===== src/rtl/cordic_ctrl_if.sv =====
// Valid/ready stream bundle carrying one packed data word.
// master drives valid/data; slave drives ready.
interface cordic_ctrl_if #(
  parameter int W = 28
);
  logic         valid;
  logic         ready;
  logic [W-1:0] data;

  modport master (
    output valid,
    output data,
    input  ready
  );

  modport slave (
    input  valid,
    input  data,
    output ready
  );
endinterface


===== src/rtl/cordic_ctrl.sv =====
// Sequencer for cordic_core: buffers one {x,y,angle} operand, runs N micro-rotations, returns data_r.
// Ports: clk, rst (async low), s (operand stream in), m (result stream out), data_w/c/cnt/data_r (core side), busy.
module cordic_ctrl #(
  parameter int B  = 14,
  parameter int N  = 7,
  parameter int CW = $clog2(N)
) (
  input  logic           clk,
  input  logic           rst,
  cordic_ctrl_if.slave   s,
  cordic_ctrl_if.master  m,
  output logic [2*B-1:0] data_w,
  output logic [8:1]     c,
  output logic [CW-1:0]  cnt,
  input  logic [2*B-1:0] data_r,
  output logic           busy
);

  typedef enum logic [2:0] {
    IDLE,
    LOAD,
    ITER,
    HOLD,
    WR_X,
    WR_Y
  } state_t;

  localparam logic [8:1] C_IDLE = 8'h00;
  localparam logic [8:1] C_LOAD = 8'h83;
  localparam logic [8:1] C_ITER = 8'h02;
  localparam logic [8:1] C_HOLD = 8'h00;
  localparam logic [8:1] C_WR_X = 8'h20;
  localparam logic [8:1] C_WR_Y = 8'h50;

  localparam logic [CW-1:0] CNT_PEN  = CW'(N - 2);
  localparam logic [CW-1:0] CNT_LAST = CW'(N - 1);

  state_t state;
  logic   buf_full;
  logic   s_fire;
  logic   m_fire;
  logic   out_free;

  // The buffer empties during LOAD, so a new operand
  // can land on the same edge the core takes the old one.
  assign s.ready  = !buf_full || (state == LOAD);
  assign s_fire   = s.valid && s.ready;
  assign m_fire   = m.valid && m.ready;
  // Core output registers may only be rewritten once
  // the pending result is gone or leaving this cycle.
  assign out_free = !m.valid || m.ready;
  assign m.data   = data_r;
  assign busy     = (state != IDLE);

  always_ff @(posedge clk or negedge rst) begin
    if (!rst) begin
      state    <= IDLE;
      buf_full <= 1'b0;
      data_w   <= '0;
      cnt      <= '0;
      c        <= C_IDLE;
      m.valid  <= 1'b0;
    end else begin
      if (s_fire) begin
        data_w   <= s.data;
        buf_full <= 1'b1;
      end else if (state == LOAD) begin
        buf_full <= 1'b0;
      end

      if (state == WR_Y) begin
        m.valid <= 1'b1;
      end else if (m_fire) begin
        m.valid <= 1'b0;
      end

      unique case (state)
        IDLE: begin
          if (buf_full) begin
            state <= LOAD;
            c     <= C_LOAD;
            cnt   <= '0;
          end
        end
        LOAD: begin
          state <= ITER;
          c     <= C_ITER;
          cnt   <= '0;
        end
        ITER: begin
          if (cnt == CNT_PEN) begin
            // Last stage is combinational in the core;
            // it is captured straight into x/y out.
            cnt <= CNT_LAST;
            if (out_free) begin
              state <= WR_X;
              c     <= C_WR_X;
            end else begin
              state <= HOLD;
              c     <= C_HOLD;
            end
          end else begin
            cnt <= cnt + CW'(1);
          end
        end
        HOLD: begin
          if (out_free) begin
            state <= WR_X;
            c     <= C_WR_X;
          end
        end
        WR_X: begin
          state <= WR_Y;
          c     <= C_WR_Y;
        end
        WR_Y: begin
          cnt <= '0;
          if (buf_full) begin
            state <= LOAD;
            c     <= C_LOAD;
          end else begin
            state <= IDLE;
            c     <= C_IDLE;
          end
        end
        default: begin
          state <= IDLE;
          c     <= C_IDLE;
          cnt   <= '0;
        end
      endcase
    end
  end

endmodule


===== src/flat_wrapper.sv =====
// flat-port wrapper written by rule: the top's interface ports become plain ports
module cordic_ctrl_flat 
#(
  parameter int B  = 14,
  parameter int N  = 7,
  parameter int CW = $clog2(N)
)
  (clk, rst, data_w, c, cnt, data_r, busy, s_valid, s_data, s_ready, m_valid, m_data, m_ready);
  cordic_ctrl_if s_i ();
  cordic_ctrl_if m_i ();
  input  logic clk;
  input  logic rst;
  output logic [2*B-1:0] data_w;
  output logic [8:1] c;
  output logic [CW-1:0] cnt;
  input  logic [2*B-1:0] data_r;
  output logic busy;
  input wire logic [$bits(s_i.valid)-1:0] s_valid;
  input wire logic [$bits(s_i.data)-1:0] s_data;
  output wire logic [$bits(s_i.ready)-1:0] s_ready;
  output wire logic [$bits(m_i.valid)-1:0] m_valid;
  output wire logic [$bits(m_i.data)-1:0] m_data;
  input wire logic [$bits(m_i.ready)-1:0] m_ready;
  assign s_i.valid = s_valid;
  assign s_i.data = s_data;
  assign s_ready = s_i.ready;
  assign m_valid = m_i.valid;
  assign m_data = m_i.data;
  assign m_i.ready = m_ready;
  cordic_ctrl #(.B(B), .N(N), .CW(CW)) u_core (.clk(clk), .rst(rst), .s(s_i), .m(m_i), .data_w(data_w), .c(c), .cnt(cnt), .data_r(data_r), .busy(busy));
endmodule

===== config.mk =====
export PLATFORM = sky130hd
export DESIGN_NAME = cordic_ctrl_flat
export DESIGN_NICKNAME = d
export VERILOG_FILES = /design/src/rtl/cordic_ctrl_if.sv /design/src/rtl/cordic_ctrl.sv /design/src/flat_wrapper.sv
export SDC_FILE = /design/constraint.sdc
export NUM_CORES = 1
export LEC_CHECK = 0
export BUFFER_PORTS_ARGS = -buffer_cell sky130_fd_sc_hd__buf_2
export CORE_ASPECT_RATIO = 1.5
export CORE_MARGIN = 10
export CORE_UTILIZATION = 46
export DETAILED_ROUTE_END_ITERATION = 8
export GPL_TIMING_DRIVEN = 0
export PLACE_DENSITY_LB_ADDON = 0.2
export SLEW_MARGIN = 20
export SYNTH_ARGS = -nofsm -noshare
export SYNTH_HDL_FRONTEND = slang
export SYNTH_SLANG_ARGS = --single-unit

===== constraint.sdc =====
create_clock -name clk -period 3.1 [get_ports clk]
set_clock_uncertainty 0.05 [all_clocks]
set_input_delay 0.62 -clock clk [delete_from_list [all_inputs] [get_ports clk]]
set_output_delay 0.62 -clock clk [all_outputs]
set_load 0.05 [all_outputs]

; ---- Word-level counts from Yosys, hierarchy flattened
; Cells that the tools add are included.
[totals]
ff_bits = 44
inputBits = 60
out_inout_bits = 70
elab_cells = 49
[classes]
addsub = 1
eq_ne = 9
muxes = 19
bitwise = 1
n_reduce_logical = 13
[op_table]
columns = op, count
row1 = $pmux W8 S6, 1
row2 = $mux W8, 4
row3 = $mux W3, 6
row4 = $pmux W3 S6, 1
row5 = $eq A3 B3 Y1 const B, 3
row6 = $pmux W3 S3, 1
row7 = $eq A3 B2 Y1 const B, 2
row8 = $mux W6, 1
row9 = $ne A2 B1 Y1 const B, 3
row10 = $mux W1, 5
row11 = $reduce_bool A2 Y1, 2
row12 = $add A3 B1 Y3 const B, 1
row13 = $eq A3 B1 Y1 const B, 1
row14 = $logic_not A3 Y1, 1
row15 = $reduce_and A3 Y1, 1
row16 = $reduce_bool A3 Y1, 1
row17 = $logic_and A1 B1 Y1, 2
row18 = $logic_not A1 Y1, 2
row19 = $logic_or A1 B1 Y1, 2
row20 = $reduce_and A2 Y1, 1
row21 = $reduce_or A2 Y1, 1
row22 = $not A1 Y1, 1

; ---- Depth between registers and ports, before layout
; Gate-level depths: netlist of run 1.
[logic_depth]
ltp_word = 5
ltp_mapped = 5
ltp_nobuf = 5

; ---- Worst setup path after synthesis of run 1
; Ideal clock, no wire load.
[synth_path]
kind = flip-flop to flip-flop
start = reg u_core.cnt[0]
end = reg u_core.c[2] in the netlist's numbering
t_arrival_ns = 1.674
t_required_ns = 2.922
path_slack_ns = 1.248
stages_incl_launch_ff = 5
n_path_buf = 0
period_less_slack_ns = 1.852
cell_sequence = dfrtp_1 > ha_1 > nand3_1 > a32oi_1 > mux2_1
[synth_between]
elab_chain_cells = 3
[synth_lines]
columns = item, line
row1 = "start, declared", cordic_ctrl.sv:14  ; output logic [CW-1:0] cnt,
row2 = "start signal, assigned", cordic_ctrl.sv:103  ; cnt <= cnt + CW'(1);
row3 = $eq A3 B3 Y1, cordic_ctrl.sv:91  ; if (cnt == CNT_PEN) begin
row4 = $ne A2 B1 Y1 (no line), --
row5 = $reduce_and A3 Y1 (no line), --
row6 = "end signal, assigned", cordic_ctrl.sv:87  ; c <= C_ITER;
row7 = "end signal, assigned", cordic_ctrl.sv:97  ; c <= C_WR_X;
row8 = "end signal, assigned", cordic_ctrl.sv:100  ; c <= C_HOLD;
row9 = "end, declared", cordic_ctrl.sv:13  ; output logic [8:1] c,
; Every way passes these cells.
; A chain may end at the register's enable or synchronous reset.

; ---- Worst setup path after layout of run 1
[layout_path]
start = reg u_core.state[0]
end = out busy
[layout_between]
elab_chain_cells = 1
[layout_lines]
columns = item, line
row1 = "start, declared", cordic_ctrl.sv:38  ; state_t state;
row2 = "start signal, assigned", cordic_ctrl.sv:57  ; state <= IDLE;
row3 = "start signal, assigned", cordic_ctrl.sv:80  ; state <= LOAD;
row4 = "start signal, assigned", cordic_ctrl.sv:86  ; state <= ITER;
row5 = $reduce_bool A3 Y1, cordic_ctrl.sv:53  ; assign busy = (state != IDLE);
row6 = "end, declared", flat_wrapper.sv:17  ; output logic busy;
; Every way passes these cells.

==> results.cfg, run 1 <==
[logic_synthesis]
yosysMostFrequentCell = sky130_fd_sc_hd__dfrtp_1
synth_compound_gate_area_share = 0.0742
netlist_instances = 160
netlist_area_mm2 = 0.00204
synth_seq_area_share = 0.491
yosysUniqueCellTypes = 38
synth.yosys.warnings = 0
netlist_top_cells_count = sky130_fd_sc_hd__dfrtp_1, sky130_fd_sc_hd__buf_4, sky130_fd_sc_hd__mux2_4, sky130_fd_sc_hd__mux2_2, sky130_fd_sc_hd__inv_1
synthSimpleGateAreaFrac = 0.0675
mean_cell_area_of_the_mapped_netlist_um2 = 12.7
synth_async_sr_flop_share = 1.00
synth.area.top_cells = sky130_fd_sc_hd__dfrtp_1, sky130_fd_sc_hd__mux2_4, sky130_fd_sc_hd__buf_4, sky130_fd_sc_hd__mux2_2, sky130_fd_sc_hd__buf_8
ff_latch_count_synth = 40
synth_mux_area_frac = 0.202
number_of_synthesized_flops_with_an_enable_pin = 0
synthDominantAreaCellType = sky130_fd_sc_hd__dfrtp_1
synth_top_family_by_area = multiplexers
post_synth_xor_area_fraction = 0
synth-main-ff-cell = sky130_fd_sc_hd__dfrtp_1
synth_fa_ha_area_frac = 0.0123
synthDominantCellAreaShare = 0.491

[power_and_ir_drop]
share_clk_of_total_power = 0.107
power.switching_uw = 1730
power.sequential.fraction = 0.273
switching_share = 0.511
ir_drop_uv = 850
power_frac_comb = 0.620
cellInternalPower_uw = 1660
power.static_leakage_uw = 0.00150
power_density_mw_per_mm2 = 1260

[final_layout]
drive_gt1_frac = 0.644
areaGrowthSynthToFinish_pct = 32.0
area.sequential_mm2 = 0.00100
final_net_count = 329
footprint_of_the_multi_input_gates_um2 = 733
antenna_cells_inserted = 0
fill_cells = 352

[global_routing]
grt_pass1_vias = 1554
grt_antenna_before_repair = 0
gr-total-overflow = 0
largest_net_degree_at_the_start_of_global_routing = 41
grt_first_pass_wirelength_mm = 7.99
grt_util_all_layers = 0.132

[sta]
max_freq_mhz = 450
finalSetupViolations = 0
timing.final.crit_period_ns = 2.22
grt_setup_unrepaired = false
report.final.hold_viol_count = 0
min_period_over_period = 0.717
worst_pin_slew_ns = 0.858
fin_ws_ns = 0.878
max_slew_margin = 0.428
report.final.slew_viol_count = 0
timing.setup.tns_ns = 0

[clocking]
post_cts_resize_count = 0
cts_tree = yes
maximum_clock_path_buffer_count = 2
postCtsSetupRepairBufs = 0
worstSkewPairLatency_ns = 0.28
cts_root_buf = sky130_fd_sc_hd__clkbuf_8
hold_buffers = 0
clk_pin_slew_worst_paths_ns = 0.08
cts_htree_levels = 2
cts_inserted_buffers = 5
clock_sinks = 40

[floorplanning]
rows = 29
floorplan.die.width_um = 74.4
die-height_um = 102
core_region_area_mm2 = 0.00425
die-area_mm2 = 0.00755
start_util = 0.480
io_pins = 130

[worst_setup_path]
critical_path.endpoint_type = primary output
crit_path_max_fanout = 10
crit_path_start_kind = register
cp.required_ns = 2.43
worst-endpoint-arrival_ns = 1.55
critical_path_class = reg -> out

[detailed_routing]
avgViaCountPerCell = 4.75
detail_route.iter0.violations = 81
drcViolationCount = 0
vias = 1486
wl_per_cell_um = 16.5
dr.pass1.iters = 4
overall_routed_net_length_mm = 5.16
ant_nets = 0

[placement]
dpl.hpwl_mm = 4.31
place_ws_ns = 1.19
portBuffers = 99
gp_routability_congestion = 0.792

[flow_run]
cap_violations = 0

[worst_hold_path]
holdCritPathClass = in -> async

[run_status]
status = finished, final reports clean
==> stage by stage <==
step	power, uW	hold WS [ns]	instance area, um^2	util	cells
floorplan	2610	0.274	2040	-	161
global placement	3040	0.414	2600	0.612	306
detailed placement	3060	0.429	2600	0.612	306
CTS	3430	0.424	2690	0.634	313
global route	3590	0.465	2690	0.634	313
finish	3390	0.390	2690	0.634	313
==> cell families after synthesis <==
logic type / after synthesis
other: 1
muxes: 30
buffers and inverters: 44
AOI/OAI and AO/OA: 20
DFF: 40
adders and majority gates: 2
and+or+nand+nor: 23
==> final cells by class <==
type / instances / area share
well taps: 46 / 0.0214
clock buffers: 7 / 0.0358
repair buffers: 99 / 0.184
multi-input cells: 77 / 0.272
inverters: 7 / 0.00976
plain buffers: 37 / 0.105
flip-flops and latches: 40 / 0.372
==> worst paths after layout <==
| path | start | slack [ns] | to | depth (start not counted) |
|---|---|---|---|---|
| min in group clk | u_core.c[2]$_DFFE_PN0P_ | 0.44 | u_core.c[2]$_DFFE_PN0P_ | 1 |
| max | u_core.state[0]$_DFFE_PN0P_ | 0.88 | busy | 3 |
| min reg2reg | u_core.c[2]$_DFFE_PN0P_ | 0.44 | u_core.c[2]$_DFFE_PN0P_ | 1 |
| min | rst | 0.39 | u_core.cnt[2]$_DFFE_PN0P_ | 1 |
| max reg2reg | u_core.state[0]$_DFFE_PN0P_ | 1.41 | u_core.data_w[11]$_DFFE_PN0P_ | 4 |
| max in group asynchronous | rst | 2.06 | u_core.data_w[4]$_DFFE_PN0P_ | 1 |
==> sequential cells by signal (all words and copies together) (netlist names) <==
signal	count
u_core.data_w	28
u_core.c	4
u_core.cnt	3
u_core.state	3
u_core.buf_full	1
u_core.m.valid	1
==> placed cells by master (no fill, tap or decap), drive strengths merged, types with 3 or more instances in the layout <==
| master | instances |
|---|---|
| buf | 134 |
| dfrtp | 40 |
| mux2 | 29 |
| clkbuf | 9 |
| inv | 7 |
| nand2 | 5 |
| o21ai | 5 |
| nand2b | 4 |
| a21oi | 3 |
==> per-layer routing <==
metal  global-route usage  share of wire
met2                0.234           0.55
met3               0.0548           0.10
met5                    0              0
met1                0.135           0.34
met4               0.0438         0.0099
==> power groups by stage <==
stage               Sequential, uW  Clock (uW)  Combinational [uW]
floorplan                     1710           0                 893
global placement               922           0                2110
detailed placement             933           0                2130
CTS                            926         377                2130
global route                   967         401                2220
finish                         926         362                2100
==> worst max-delay path, stage by stage, from the launching register on <==
cell,delay [ns]
sky130_fd_sc_hd__dfrtp_1,0.43
sky130_fd_sc_hd__clkbuf_1,0.23
sky130_fd_sc_hd__or3_1,0.39
sky130_fd_sc_hd__buf_2,0.22
(Power assumes the default switching activity.)
==> run 2, diff against run 1 <==
Settings changed: CORE_UTILIZATION 46 to 38.
Clock period 3.1 ns to 1.8 ns, I/O delays scaled along.
==> results.cfg, run 2 (synthesis gave the netlist of run 1 again) <==
[run_status]
status = finished, violations left
failed_checks = setup timing

[global_routing]
grt.met2_usage = 0.215
grt_first_pass_wirelength_mm = 8.30
grt_antenna_before_repair = 0
gr-usage-met1 = 0.102
grt_util_all_layers = 0.118
grt_pass1_vias = 1733
globalRouteMet3Util = 0.0694
largest_net_degree_at_the_start_of_global_routing = 41
grt_most_used_layer = met2
gr-total-overflow = 0

[placement]
dpl.hpwl_mm = 4.28
gp_routability_congestion = 0.871
portBuffers = 99

[power_and_ir_drop]
cellInternalPower_uw = 2980
power.static_leakage_uw = 0.00156
switching_share = 0.509
ir_drop_uv = 943
power_frac_comb = 0.645
share_clk_of_total_power = 0.092
power.sequential.fraction = 0.263
power.switching_uw = 3100
power_density_mw_per_mm2 = 2150

[sta]
min_period_over_period = 1.01
finalSetupViolations = 1
timing.setup.tns_ns = -0.0100
max_freq_mhz = 552
report.final.slew_viol_count = 0
max_slew_margin = 0.411
timing.final.crit_period_ns = 1.81
worst_pin_slew_ns = 0.884
fin_ws_ns = -0.0100
grt_setup_unrepaired = true
worst_hold_slack_ns = 0.139
report.final.hold_viol_count = 0

[detailed_routing]
wl_per_cell_um = 16.2
avgViaCountPerCell = 4.51
dr.pass1.iters = 4
vias = 1551
drcViolationCount = 0
ant_nets = 0
overall_routed_net_length_mm = 5.59
detail_route.iter0.violations = 77

[worst_setup_path]
critical_path.endpoint_type = primary output
crit_path_start_kind = register
crit_path_max_fanout = 4
critical_path_class = reg -> out
worst-endpoint-arrival_ns = 1.40
crit_path_start = u_core.state[0]$_DFFE_PN0P_
reg_to_reg_start = u_core.state[2]$_DFFE_PN0P_
cp.required_ns = 1.39

[clocking]
maximum_clock_path_buffer_count = 2
cts_tree = yes
worstSkewPairLatency_ns = 0.28
clk_pin_slew_worst_paths_ns = 0.07
cts_root_buf = sky130_fd_sc_hd__clkbuf_8
cts_htree_levels = 2
clock_sinks = 40
hold_buffers = 0
cts_inserted_buffers = 5

[floorplanning]
die-height_um = 110
die-area_mm2 = 0.00876
io_pins = 130
floorplan.die.width_um = 79.8
core_region_area_mm2 = 0.00516
start_util = 0.395
rows = 32

[worst_hold_path]
holdCritPathClass = in -> async

[final_layout]
layout_commonest_cell = sky130_fd_sc_hd__buf_2
area.sequential_mm2 = 0.00100
leading_cell_types_in_the_layout_fill_and_taps_excluded = sky130_fd_sc_hd__buf_2, sky130_fd_sc_hd__buf_4, sky130_fd_sc_hd__dfrtp_1, sky130_fd_sc_hd__mux2_4, sky130_fd_sc_hd__mux2_2
fill_cells = 494
drive_gt1_frac = 0.674
footprint_of_the_multi_input_gates_um2 = 746
final_net_count = 338
reg.largest.list = u_core.data_w: 28 flops, u_core.c: 4 flops
antenna_cells_inserted = 0
areaGrowthSynthToFinish_pct = 38.4
largest_register_ffs = 28
top_register = u_core.data_w

[flow_run]
cap_violations = 0
run 2: changes by cell type in the layout (fill, tap and decap cells not counted):
cell,change
sky130_fd_sc_hd__buf_4,+9
sky130_fd_sc_hd__buf_2,-3
sky130_fd_sc_hd__buf_6,+3
sky130_fd_sc_hd__dfrtp_1,-2
sky130_fd_sc_hd__dfrtp_2,+2
sky130_fd_sc_hd__a32oi_1,-1
sky130_fd_sc_hd__a32oi_2,+1
sky130_fd_sc_hd__clkbuf_1,-1
sky130_fd_sc_hd__clkinv_2,+1
sky130_fd_sc_hd__or3_1,-1
sky130_fd_sc_hd__or3_4,+1
run 2: worst max-delay path: stages, from the launching register on:
cell	delay, ns
sky130_fd_sc_hd__dfrtp_1	0.43
sky130_fd_sc_hd__clkbuf_8	0.16
sky130_fd_sc_hd__or3_4	0.37
sky130_fd_sc_hd__buf_6	0.16
run 2: final cells by class:
class                      count  area share
buffer                        37       0.109
clock buffer                   6      0.0257
clock inverter                 1     0.00177
inverter                       7     0.00931
multi-input combinational     77       0.264
sequential                    40       0.355
tap                           68      0.0301
timing repair buffer         108       0.204
run 2: worst paths after layout:
path                                                endpoint  slack [ns]  cells after the start
worst max-delay path                                    busy       -0.01                      3
worst min-delay path               u_core.cnt[0]$_DFFE_PN0P_        0.14                      1
worst max register to register       u_core.c[2]$_DFFE_PN0P_        0.08                      5
worst min register to register       u_core.c[2]$_DFFE_PN0P_        0.44                      1
max in group asynchronous        u_core.state[2]$_DFFE_PN0P_        0.96                      1
min in group clk                u_core.data_w[8]$_DFFE_PN0P_        0.25                      2
run 2: repair_timing:
item | 4_1_cts | 5_1_grt
setup endpoints to repair | 2 | 3
gates resized for setup | 13 | 2
hold endpoints to repair | 0 | 0
buffers inserted | 7 | 2
run 2: through the flow:
| step | worst slack (ns) | util | total power, uW | instances | cell area [um^2] |
|---|---|---|---|---|---|
| after floorplan | 0.00614 | - | 4490 | 161 | 2040 |
| after global placement | 0.0928 | 0.508 | 5250 | 328 | 2630 |
| after detailed placement | 0.0754 | 0.508 | 5290 | 328 | 2630 |
| after CTS | -0.00433 | 0.541 | 6060 | 342 | 2800 |
| after global routing | -0.0441 | 0.547 | 6410 | 344 | 2820 |
| final | -0.0100 | 0.547 | 6080 | 344 | 2820 |
run 2: layer usage:
metal	up-vias	share of wire	routed length, um
li1	740	-	-
met1	719	0.32	1770
met2	79	0.54	3020
met3	13	0.12	682
met4	0	0.020	112
met5	-	0	0
run 2: power groups by stage:
| stage | registers [uW] | logic (uW) | clock network [uW] |
|---|---|---|---|
| 2_1_floorplan | 2950 | 1540 | 0 |
| 3_3_place_gp | 1600 | 3650 | 0 |
| 3_5_place_dp | 1600 | 3690 | 0 |
| 4_1_cts | 1600 | 3890 | 576 |
| 5_1_grt | 1660 | 4120 | 622 |
| 6_report | 1600 | 3920 | 560 |
==> run 3, diff against run 2 <==
Settings changed: CORE_UTILIZATION 38 to 42, MAX_ROUTING_LAYER set to met4.
Clock period 1.8 ns to 2 ns, I/O delays scaled along.
==> results.cfg, run 3 (synthesis gave the netlist of run 1 again) <==
[detailed_routing]
avgViaCountPerCell = 4.44
drcViolationCount = 0
vias = 1483
detail_route.wirelength.met1_mm = 1.84
wl_per_cell_um = 15.7
dr_wl_met2_mm = 3.05
ant_nets = 0
dr.pass1.iters = 4
detail_route.iter0.violations = 36
top_layer = met4
overall_routed_net_length_mm = 5.23
met3_layer_wire_length_in_the_routed_design_um = 279

[sta]
timing.final.crit_period_ns = 1.94
worst_pin_slew_ns = 0.890
report.final.hold_viol_count = 0
grt_setup_unrepaired = false
report.final.slew_viol_count = 0
fin_ws_ns = 0.0630
min_period_over_period = 0.969
finalSetupViolations = 0
max_freq_mhz = 516
timing.setup.tns_ns = 0
max_slew_margin = 0.407

[run_status]
status = finished, final reports clean

[clocking]
hold_buffers = 0
maximum_clock_path_buffer_count = 2
cts_htree_levels = 2
cts_inserted_buffers = 5
clock_sinks = 40
worstSkewPairLatency_ns = 0.29
cts_tree = yes
postCtsSetupRepairBufs = 0
post_cts_resize_count = 2
clk_pin_slew_worst_paths_ns = 0.08
cts_root_buf = sky130_fd_sc_hd__clkbuf_8

[global_routing]
gr-total-overflow = 0
grt_util_all_layers = 0.129
grt_first_pass_wirelength_mm = 8.22
grt_pass1_vias = 1598
largest_net_degree_at_the_start_of_global_routing = 41
grt_antenna_before_repair = 0

[floorplanning]
floorplan.die.width_um = 76.9
start_util = 0.427
core_region_area_mm2 = 0.00477
rows = 31
io_pins = 130
die-height_um = 105
die-area_mm2 = 0.00810

[final_layout]
final_design_area_no_fill_mm2 = 0.00272
final_net_count = 329
leading_cell_types_in_the_layout_fill_and_taps_excluded = sky130_fd_sc_hd__buf_2, sky130_fd_sc_hd__dfrtp_1, sky130_fd_sc_hd__buf_4, sky130_fd_sc_hd__mux2_4, sky130_fd_sc_hd__mux2_2
largest_register_ffs = 28
areaGrowthSynthToFinish_pct = 33.4
reg.largest.list = u_core.data_w: 28 flops, u_core.c: 4 flops
top_register = u_core.data_w
drive_gt1_frac = 0.653
finalNonFillerCells = 334
antenna_cells_inserted = 0
layout_commonest_cell = sky130_fd_sc_hd__buf_2

[placement]
dpl.hpwl_mm = 4.32
post-place-cells = 326
post_dp_cell_area_mm2 = 0.00262
gp_routability_congestion = 0.876
portBuffers = 99
place_ws_ns = 0.299

[power_and_ir_drop]
ir_drop_uv = 989
total_power_uw = 5270
power_density_mw_per_mm2 = 1940
power.static_leakage_uw = 0.00150

[worst_hold_path]
holdCritPathClass = in -> async

[worst_setup_path]
timing.critical_path.slowest_stage_cell = sky130_fd_sc_hd__dfrtp_1
crit_path_max_fanout = 10
worst-endpoint-arrival_ns = 1.49
critical_path_class = reg -> out
cp.required_ns = 1.55
critical_path.endpoint_type = primary output
critical-path-top-cell-by-count = sky130_fd_sc_hd__buf_2
crit_path_max_incr_delay_ns = 0.46
crit_path_start_kind = register
worst_r2r_path_depth = 4
cp_cell_sequence = buf_2 -> or3_1 -> buf_2

[flow_run]
cap_violations = 0
## run 3: changes by cell type in the layout (fill, tap and decap cells not counted), sizes merged
| cell | delta |
|---|---|
| buf | -8 |
| clkinv | -1 |
| clkinvlp | +1 |
## run 3: worst paths after layout
kind                                              from                            end  slack (ns)
max in group asynchronous                          rst    u_core.state[1]$_DFFE_PN0P_        1.10
min in group clk                             s_data[8]   u_core.data_w[8]$_DFFE_PN0P_        0.28
setup reg to reg           u_core.state[0]$_DFFE_PN0P_  u_core.data_w[11]$_DFFE_PN0P_        0.32
hold / removal                                     rst      u_core.cnt[1]$_DFFE_PN0P_        0.18
hold reg to reg                u_core.c[2]$_DFFE_PN0P_        u_core.c[2]$_DFFE_PN0P_        0.43
setup / recovery           u_core.state[2]$_DFFE_PN0P_                           busy        0.06
## run 3: stage by stage
stage,hold WS [ns],utilization
after floorplan,0.0544,-
after global placement,0.417,0.549
after detailed placement,0.419,0.549
after CTS,0.209,0.570
after global routing,0.246,0.570
final,0.182,0.570
## run 3: report_power, final
group	internal, uW	switching, uW	total, uW
Clock	280	274	554
Combinational	1070	2210	3280
Sequential	1200	235	1430
Total	2550	2720	5270
## run 3: metal layers
layer | vias to the layer above | global-route usage
met5 | - | -
met4 | 0 | 0.0400
met3 | 5 | 0.0434
met2 | 49 | 0.241
met1 | 705 | 0.119
li1 | 724 | -
## run 3: worst max-delay path, delay by kind of cell, from the launching register on
| family | cells | cell delay (ns) |
|---|---|---|
| buf+inv | 2 | 0.42 |
| flops | 1 | 0.46 |
| simple gates | 1 | 0.30 |
## run 3: layout make-up
cell class / count / area, um^2
inverter: 7 / 26.3
buffer: 37 / 285
timing repair buffer: 99 / 498
clock buffer: 7 / 86.3
tap: 66 / 82.6
sequential: 40 / 1000
clock inverter: 1 / 7.51
multi-input combinational: 77 / 733
fill: 459 / 2050
